File: config.mk
export PLATFORM = sky130hd
export DESIGN_NAME = uart_rx
export DESIGN_NICKNAME = d
export VERILOG_FILES = /design/src/rtl/uart_pkg.sv /design/src/rtl/sync_2ff.sv /design/src/rtl/uart_rx.sv
export SDC_FILE = /design/constraint.sdc
export NUM_CORES = 1
export LEC_CHECK = 0
export CAP_MARGIN = 40
export CORE_ASPECT_RATIO = 0.5
export CORE_UTILIZATION = 32
export CTS_CLUSTER_DIAMETER = 120
export DETAILED_ROUTE_END_ITERATION = 7
export RECOVER_POWER = 50
export SLEW_MARGIN = 30
export SYNTH_ARGS = -nofsm -noshare
export SYNTH_HDL_FRONTEND = slang
export SYNTH_SLANG_ARGS = --single-unit
File: constraint.sdc
create_clock -name clk -period 2.7 [get_ports clk]
set_input_delay 0.405 -clock clk [delete_from_list [all_inputs] [get_ports clk]]
set_output_delay 0.405 -clock clk [all_outputs]
set_load 0.005 [all_outputs]
File: src/rtl/uart_pkg.sv
// rtl/uart_pkg.sv - shared state encoding, defaults and width helper for the uart receiver
package uart_pkg;

  typedef enum logic [2:0] {
    IDLE      = 3'd0,
    START     = 3'd1,
    DATA      = 3'd2,
    PARITY    = 3'd3,
    STOP      = 3'd4,
    WAIT_HIGH = 3'd5
  } uart_state_e;

  localparam int DEFAULT_CLKS_PER_BIT = 434;

  // Bits needed to hold values 0..n-1; never less than one bit.
  function automatic int cnt_width(input int n);
    return (n > 1) ? $clog2(n) : 1;
  endfunction

endpackage

File: src/rtl/sync_2ff.sv
// rtl/sync_2ff.sv - two-flop synchronizer for an asynchronous single-bit input
module sync_2ff #(
  parameter logic INIT = 1'b1
) (
  input  logic clk,
  input  logic reset,
  input  logic d,
  output logic q
);

  logic meta;

  always_ff @(posedge clk) begin
    if (reset) begin
      meta <= INIT;
      q    <= INIT;
    end else begin
      meta <= d;
      q    <= meta;
    end
  end

endmodule

File: src/rtl/uart_rx.sv
// rtl/uart_rx.sv - 8N1 serial receiver; define UART_RX_PARITY_EN for 8E1 with parity_err
module uart_rx
  import uart_pkg::*;
#(
  parameter int WIDTH        = 8,
  parameter int CLKS_PER_BIT = DEFAULT_CLKS_PER_BIT
) (
  input  logic             clk,
  input  logic             reset,
  input  logic             rx,
  output logic [WIDTH-1:0] data,
  output logic             valid,
  output logic             frame_err,
`ifdef UART_RX_PARITY_EN
  output logic             parity_err,
`endif
  output logic             busy
);

  localparam int CW = cnt_width(CLKS_PER_BIT);
  localparam int IW = cnt_width(WIDTH + 1);
  localparam logic [CW-1:0] CNT_HALF    = CW'(CLKS_PER_BIT / 2 - 1);
  localparam logic [CW-1:0] CNT_BIT_END = CW'(CLKS_PER_BIT - 1);
  localparam logic [IW-1:0] IDX_LAST    = IW'(WIDTH - 1);

  logic             rx_s;
  uart_state_e      state, state_n;
  logic [CW-1:0]    cnt, cnt_n;
  logic [IW-1:0]    idx, idx_n;
  logic [WIDTH-1:0] shreg, shreg_n;
  logic [WIDTH-1:0] data_n;
  logic             valid_n, frame_err_n;
`ifdef UART_RX_PARITY_EN
  logic             par_bit, par_bit_n;
  logic             parity_err_n;
`endif

  sync_2ff #(.INIT(1'b1)) u_sync (
    .clk   (clk),
    .reset (reset),
    .d     (rx),
    .q     (rx_s)
  );

  assign busy = (state != IDLE);

  always_ff @(posedge clk) begin
    if (reset) begin
      state      <= IDLE;
      cnt        <= '0;
      idx        <= '0;
      shreg      <= '0;
      data       <= '0;
      valid      <= 1'b0;
      frame_err  <= 1'b0;
`ifdef UART_RX_PARITY_EN
      par_bit    <= 1'b0;
      parity_err <= 1'b0;
`endif
    end else begin
      state      <= state_n;
      cnt        <= cnt_n;
      idx        <= idx_n;
      shreg      <= shreg_n;
      data       <= data_n;
      valid      <= valid_n;
      frame_err  <= frame_err_n;
`ifdef UART_RX_PARITY_EN
      par_bit    <= par_bit_n;
      parity_err <= parity_err_n;
`endif
    end
  end

  always_comb begin
    state_n      = state;
    cnt_n        = cnt;
    idx_n        = idx;
    shreg_n      = shreg;
    data_n       = data;
    valid_n      = 1'b0;
    frame_err_n  = 1'b0;
`ifdef UART_RX_PARITY_EN
    par_bit_n    = par_bit;
    parity_err_n = 1'b0;
`endif
    unique case (state)
      IDLE: begin
        cnt_n = '0;
        if (!rx_s) state_n = START;
      end
      START: begin
        // A start bit that is high again at its midpoint was only a glitch.
        if (cnt == CNT_HALF) begin
          cnt_n = '0;
          idx_n = '0;
          state_n = rx_s ? IDLE : DATA;
        end else begin
          cnt_n = cnt + 1'b1;
        end
      end
      DATA: begin
        if (cnt == CNT_BIT_END) begin
          cnt_n   = '0;
          shreg_n = {rx_s, shreg[WIDTH-1:1]};
          idx_n   = idx + 1'b1;
          if (idx == IDX_LAST) begin
`ifdef UART_RX_PARITY_EN
            state_n = PARITY;
`else
            state_n = STOP;
`endif
          end
        end else begin
          cnt_n = cnt + 1'b1;
        end
      end
`ifdef UART_RX_PARITY_EN
      PARITY: begin
        if (cnt == CNT_BIT_END) begin
          cnt_n     = '0;
          par_bit_n = rx_s;
          state_n   = STOP;
        end else begin
          cnt_n = cnt + 1'b1;
        end
      end
`endif
      STOP: begin
        if (cnt == CNT_BIT_END) begin
          cnt_n = '0;
          // A low stop bit wins over any parity result.
          if (!rx_s) begin
            frame_err_n = 1'b1;
            state_n     = WAIT_HIGH;
`ifdef UART_RX_PARITY_EN
          end else if (^{shreg, par_bit}) begin
            parity_err_n = 1'b1;
            state_n      = IDLE;
`endif
          end else begin
            data_n  = shreg;
            valid_n = 1'b1;
            state_n = IDLE;
          end
        end else begin
          cnt_n = cnt + 1'b1;
        end
      end
      WAIT_HIGH: begin
        // Hold off until the line idles so a break is not read as 0x00 frames.
        cnt_n = '0;
        if (rx_s) state_n = IDLE;
      end
      default: begin
        state_n = IDLE;
        cnt_n   = '0;
      end
    endcase
  end

endmodule

==> run_results.csv, run 1 <==
group,metric,value,unit
synth,netlist.area_leader.share,44.6,%
synth,syn_nets,172,
clock_network,clk_pin_slew,0.08,ns
clock_network,cts_resized,0,
die,ioPinCount,14,
die,rows,17,
worst_setup_path,reg2reg_to,"cnt[3]",
worst_setup_path,startpoint,"state[2]",
sta,fin_skew,0.0107,ns
sta,tightest_slew,0.678,ns
synth,postSynthCellCount,165,
sta,fin_setup_tns,0,ns
die,start_util,35.0,%
sta,setup_viol_count_final,0,
synth,synth_warnings,0,
worst_setup_path,startpoint_type,"flip-flop",
pwr,p_per_area,509,nW/um2
sta,rsz0062_at_grt,"false",
place,post-place-ws,0.784,ns
job,cap_violations,0,
global_route,grt_usage,12.4,%
sta,fin_crit_sh,75.4,%
clock_network,h-tree-depth,2,
die,die_h,52.2,um
finish,area_growth_syn_to_layout,14.3,%
detailed_routing,drcViolationCount,0,
synth,synth_top_area_cell,"dfxtp_1",
clock_network,hold_buffers,0,
clock_network,clk_latency,0.29,ns
detailed_routing,drt_iter0_drc,42,
worst_setup_path,path_class,"flip-flop to output pin",
detailed_routing,via_per_inst,4.61,
sta,fin_crit,2.04,ns
worst_setup_path,worst-path-max-fanout,9,
place,port_buffers,13,
outcome,status,"finished, final reports clean",
finish,nets,185,
clock_network,cts_root_buffer,"clkbuf_8",
pwr,vdd_drop_max,0.172,mV
detailed_routing,vias,1129,
synth,synth_area_leaders,"dfxtp_1, mux2i_1, nor2_1",
global_route,antenna_found_initial,0,
clock_network,cts_tree,"yes",
die,die_w,102,um
sta,fmax,491,MHz
worst_setup_path,end_kind,"output pin",
place,place_congestion,0.752,
sta,slew_headroom,54.6,%
detailed_routing,routed_wl,2760,um
clock_network,cts_setup_buffers,0,
global_route,grt_pass1_wl,4940,um
sta,finalMaxSlewViolations,0,
worst_setup_path,required,2.30,ns
worst_setup_path,r2r-start,"cnt[1]",
detailed_routing,wl_per_cell,11.3,um
detailed_routing,postRouteAntennaNets,0,
sta,worst_slack,0.665,ns
global_route,grt_start_max_net_pins,23,
place,hpwl,1920,um
die,coreArea,4620,um2
synth,syn-cell-area,1620,um2
synth,ys_seq_area_share,44.6,%
clock_network,numCtsBuffers,5,
worst_setup_path,worst-r2r-cell-count,6,
clock_network,cts.sinks,36,
global_route,grt_pass1_vias,1078,
finish,drive_above_1_share,11.2,%
worst_setup_path,r2r_slack,0.71,ns
clock_network,clock_path_buffers,2,
synth,syn_avg_cell_area,9.79,um2
sta,hold_viol,0,
finish,diodes,0,
pwr,p_leak,0.724,nW
synth,synth_cell_types,40,
hold_path,hp-class,"flip-flop to flip-flop",
worst_setup_path,crit_end,"busy",
detailed_routing,firstDrtPassIters,4,
global_route,grt_overflow_total,0,
die,die_area,5350,um2
synth,synth_seq_cells,36,
worst_setup_path,cp.arrival,1.63,ns
state kept, by name, summed over array words and instances, names as in the netlist:
signal       count
frame_err        1
valid            1
cnt              9
u_sync.meta      1
state            3
u_sync.q         1
shreg            8
idx              4
data             8
power by group:
| part | internal, mW | switching (mW) |
|---|---|---|
| logic | 0.0129 | 0.0141 |
| clock network | 0.180 | 0.196 |
| registers | 0.533 | 0.00367 |
cell type report:
| cell class | instances | area (um2) |
|---|---|---|
| clock inverter | 3 | 18.8 |
| sequential | 36 | 721 |
| multi-input combinational | 114 | 788 |
| clock buffer | 5 | 68.8 |
| tap | 66 | 82.6 |
| timing repair buffer | 15 | 145 |
| inverter | 6 | 22.5 |
| fill | 460 | 2770 |
cells in the final DEF (no fill, tap or decap), types with 4 or more instances in the layout:
cell type,n
a21oi_1,4
clkbuf_8,5
dfxtp_1,36
dlygate4sd3_1,11
ha_1,4
inv_1,6
mux2i_1,18
nand3_1,8
nor2_1,31
nor3_1,4
or2_2,4
xnor2_1,8
how the worst min path moves through the flow:
stage           startpoint  endpoint  slack (ns)  cells after the start
6_report       u_sync.meta  u_sync.q        0.43                      1
5_1_grt        u_sync.meta  u_sync.q        0.45                      1
4_1_cts        u_sync.meta  u_sync.q        0.43                      1
3_5_place_dp   u_sync.meta  u_sync.q        0.41                      1
3_3_place_gp   u_sync.meta  u_sync.q        0.40                      1
2_1_floorplan  u_sync.meta  u_sync.q        0.39                      1
logic make-up after synthesis:
group	share of synthesized area (%)
and+or+nand+nor	24.1
buffers and inverters	5.19
xor gates and xnor gates	4.88
AOI/OAI and AO/OA	6.04
DFF	44.6
adders and majority gates	3.10
muxes	12.1
through the flow:
step	hold slack, ns	total power, mW	util, %	area, um2	std cells
floorplan	0.389	0.569	-	1620	165
detailed placement	0.407	0.578	38.6	1780	237
CTS	0.432	0.959	40.5	1870	245
global route	0.445	0.982	40.0	1850	245
finish	0.426	0.939	40.0	1850	245
global placement	0.396	0.577	38.6	1780	237
Yosys cell counts:
cell type	instances
a211oi_4	1
a21oi_1	4
a21oi_2	1
and2_1	2
and3_1	1
and4_1	1
and4b_1	3
and4bb_2	2
buf_2	1
buf_4	3
buf_6	2
clkbuf_1	3
dfxtp_1	36
ha_1	4
inv_1	6
mux2_4	1
mux2i_1	18
nand2_1	3
nand2b_1	1
nand3_1	8
nand3b_1	1
nand4_1	3
nor2_1	31
nor2b_1	1
nor3_1	3
nor3_2	1
nor3b_2	1
o211ai_1	1
o211ai_2	1
o21ai_0	1
o31ai_1	1
o32ai_2	1
or2_2	4
or2b_1	1
or3_1	1
or3_2	1
or3b_1	1
or4_1	1
xnor2_1	8
xor2_1	1
worst max-delay path, cell delays in order (launching register included):
cell and delay (ns):
dfxtp_1 0.40, or3_2 0.49, clkdlybuf4s50_1 0.45
layer usage:
| metal | wire length (um) | vias up | global-route usage, % | part of all wire (%) |
|---|---|---|---|---|
| met1 | 1510 | 515 | 16.5 | 55 |
| met5 | 0 | - | 0 | 0 |
| met4 | 52 | 0 | 5.71 | 1.9 |
| li1 | - | 595 | - | - |
| met2 | 1080 | 14 | 17.7 | 39 |
| met3 | 119 | 5 | 4.80 | 4.3 |
(Power assumes the default switching activity.)
==> run 2: changes to the inputs <==
==> constraint.sdc (replaced) <==
create_clock -name clk -period 2 [get_ports clk]
set_input_delay 0.3 -clock clk [delete_from_list [all_inputs] [get_ports clk]]
set_output_delay 0.3 -clock clk [all_outputs]
set_load 0.005 [all_outputs]
==> run 2 against run 1 <==
  * Total power grew 49%
  * First-iteration DRC count fell by 24%
  * Non-clock buffer count rose by 1
  * Critical endpoint unchanged
  * Largest cell class unchanged
  * Worst setup slack lost 0.57 ns
==> run_results.csv, run 2 (synthesized netlist as in run 1, its figures left out) <==
group,metric,value,unit
worst_setup_path,path_class,"flip-flop to output pin",
place,placedCellCount,238,
sta,fin_setup_tns,0,ns
worst_setup_path,startpoint_type,"flip-flop",
sta,fin_crit_sh,95.4,%
sta,hold_viol,0,
clock_network,cts_tree,"yes",
place,port_buffers,13,
detailed_routing,firstDrtPassIters,4,
clock_network,numCtsBuffers,5,
clock_network,cts_setup_buffers,0,
clock_network,clock_path_buffers,2,
clock_network,cts_resized,0,
hold_path,hold_depth,1,
job,cap_violations,0,
die,coreArea,4620,um2
worst_setup_path,required,1.70,ns
worst_setup_path,path_cells,"or3_2, clkdlybuf4s50_1",
finish,post-route-util,41.1,%
pwr,vdd_drop_max,0.253,mV
hold_path,min_from,"u_sync.meta",
sta,finalMaxSlewViolations,0,
detailed_routing,postRouteAntennaNets,0,
outcome,status,"finished, final reports clean",
finish,stdcell_count,246,
die,die_area,5350,um2
sta,rsz0062_at_grt,"false",
clock_network,cts_root_buffer,"clkbuf_8",
worst_setup_path,cp.arrival,1.61,ns
worst_setup_path,reg2reg_to,"state[1]",
global_route,grt_usage,11.9,%
global_route,grt_pass1_vias,1010,
detailed_routing,via_per_inst,4.53,
detailed_routing,met1Wirelength,1520,um
pwr,p_leak,0.746,nW
worst_setup_path,worst-path-max-fanout,11,
place,place_congestion,0.732,
worst_setup_path,crit_family,"buffers and inverters",
worst_setup_path,crit_buf_inv,1,
global_route,grt_start_max_net_pins,22,
finish,diodes,0,
detailed_routing,wl_met3,115,um
global_route,grt_overflow_total,0,
clock_network,clk_latency,0.29,ns
detailed_routing,met2_length,1070,um
finish,final_cell_mix,"dfxtp_1, nor2_1, mux2i_1",
die,die_w,102,um
finish,area_growth_syn_to_layout,17.4,%
sta,tightest_slew,0.407,ns
detailed_routing,routed_wl,2760,um
detailed_routing,top_layer_used,"met4",
detailed_routing,drcViolationCount,0,
detailed_routing,vias,1115,
worst_setup_path,r2r_slack,0.18,ns
finish,top_regs,"cnt (9), data (8), shreg (8)",
sta,fmax,524,MHz
worst_setup_path,cpPeakStageDelay,0.46,ns
clock_network,h-tree-depth,2,
finish,drive_above_1_share,14.4,%
clock_network,cts.sinks,36,
hold_path,holdPathEnd,"u_sync.q",
finish,nets,186,
worst_setup_path,r2r-start,"cnt[1]",
clock_network,clk_pin_slew,0.07,ns
detailed_routing,drt_iter0_drc,32,
global_route,antenna_found_initial,0,
worst_setup_path,end_kind,"output pin",
die,start_util,35.0,%
hold_path,hp-class,"flip-flop to flip-flop",
detailed_routing,wl_per_cell,11.2,um
place,hpwl,1880,um
pwr,p_per_area,737,nW/um2
die,die_h,52.2,um
clock_network,hold_buffers,0,
worst_setup_path,cpMaxStageDelayCell,"clkdlybuf4s50_1",
sta,fin_crit,1.91,ns
die,ioPinCount,14,
sta,fin_skew,0.00555,ns
finish,largest_reg_flops,9,
global_route,grt_pass1_wl,4710,um
worst_setup_path,worst-r2r-cell-count,6,
die,rows,17,
sta,setup_viol_count_final,0,
finish,regMostFlops,"cnt",
finish,layout_commonest_cell,"dfxtp_1",
sta,slew_headroom,72.8,%
-- run 2: cell count changes in the layout (fill, tap and decap cells not counted), sizes merged --
| cell | change |
|---|---|
| clkinv | -2 |
| buf | +1 |
| bufinv | +1 |
| clkinvlp | +1 |
-- run 2: metal layers --
| metal | global-route usage [%] | vias up |
|---|---|---|
| met5 | 0 | - |
| met4 | 4.29 | 0 |
| met3 | 5.73 | 7 |
| met2 | 16.7 | 12 |
| met1 | 15.7 | 504 |
| li1 | - | 592 |
-- run 2: through the flow --
step | hold slack [ns] | instance area, um2 | power, mW | setup WS [ns]
after floorplan | 0.389 | 1620 | 0.768 | 0.357
after global placement | 0.395 | 1790 | 0.779 | 0.312
after detailed placement | 0.403 | 1790 | 0.780 | 0.256
after CTS | 0.420 | 1900 | 1.42 | 0.0210
after global routing | 0.429 | 1900 | 1.46 | 0.00681
final | 0.414 | 1900 | 1.40 | 0.0927
-- run 2: how the worst max path moves through the flow --
stage | startpoint | end | depth (start not counted)
global placement | cnt[1] | state[1] | 6
detailed placement | cnt[1] | state[1] | 6
floorplan | cnt[1] | state[1] | 6
finish | state[1] | busy | 2
CTS | state[0] | busy | 2
global route | state[1] | busy | 2
-- run 2: worst reg2reg max path, stage by stage, from the launching register on --
cell and delay, ns:
dfxtp_1 0.38, inv_1 0.07, ha_1 0.17, and4bb_1 0.27
a211oi_2 0.40, nor3_2 0.12, mux2_4 0.30
-- run 2: power by group --
group	total, mW	switching [mW]	internal [mW]
logic	0.0375	0.0198	0.0178
registers	0.725	0.00506	0.720
clock network	0.635	0.267	0.369
-- run 2: cell type report --
class,count,area [um2]
Sequential cell,36,723
Fill cell,477,2720
Clock inverter,3,42.5
Clock buffer,5,68.8
Inverter,6,22.5
Tap cell,66,82.6
Multi-Input combinational cell,114,803
Timing Repair Buffer,16,153
==> run 3: changes to the inputs <==
--- a/config.mk
+++ b/config.mk
@@ -10,6 +10,7 @@
 export CORE_UTILIZATION = 32
 export CTS_CLUSTER_DIAMETER = 120
 export DETAILED_ROUTE_END_ITERATION = 7
+export GPL_ROUTABILITY_DRIVEN = 0
 export RECOVER_POWER = 50
 export SLEW_MARGIN = 30
 export SYNTH_ARGS = -nofsm -noshare
==> results of run 3 <==
Final layout, timing and power as in run 2 (identical DEF).
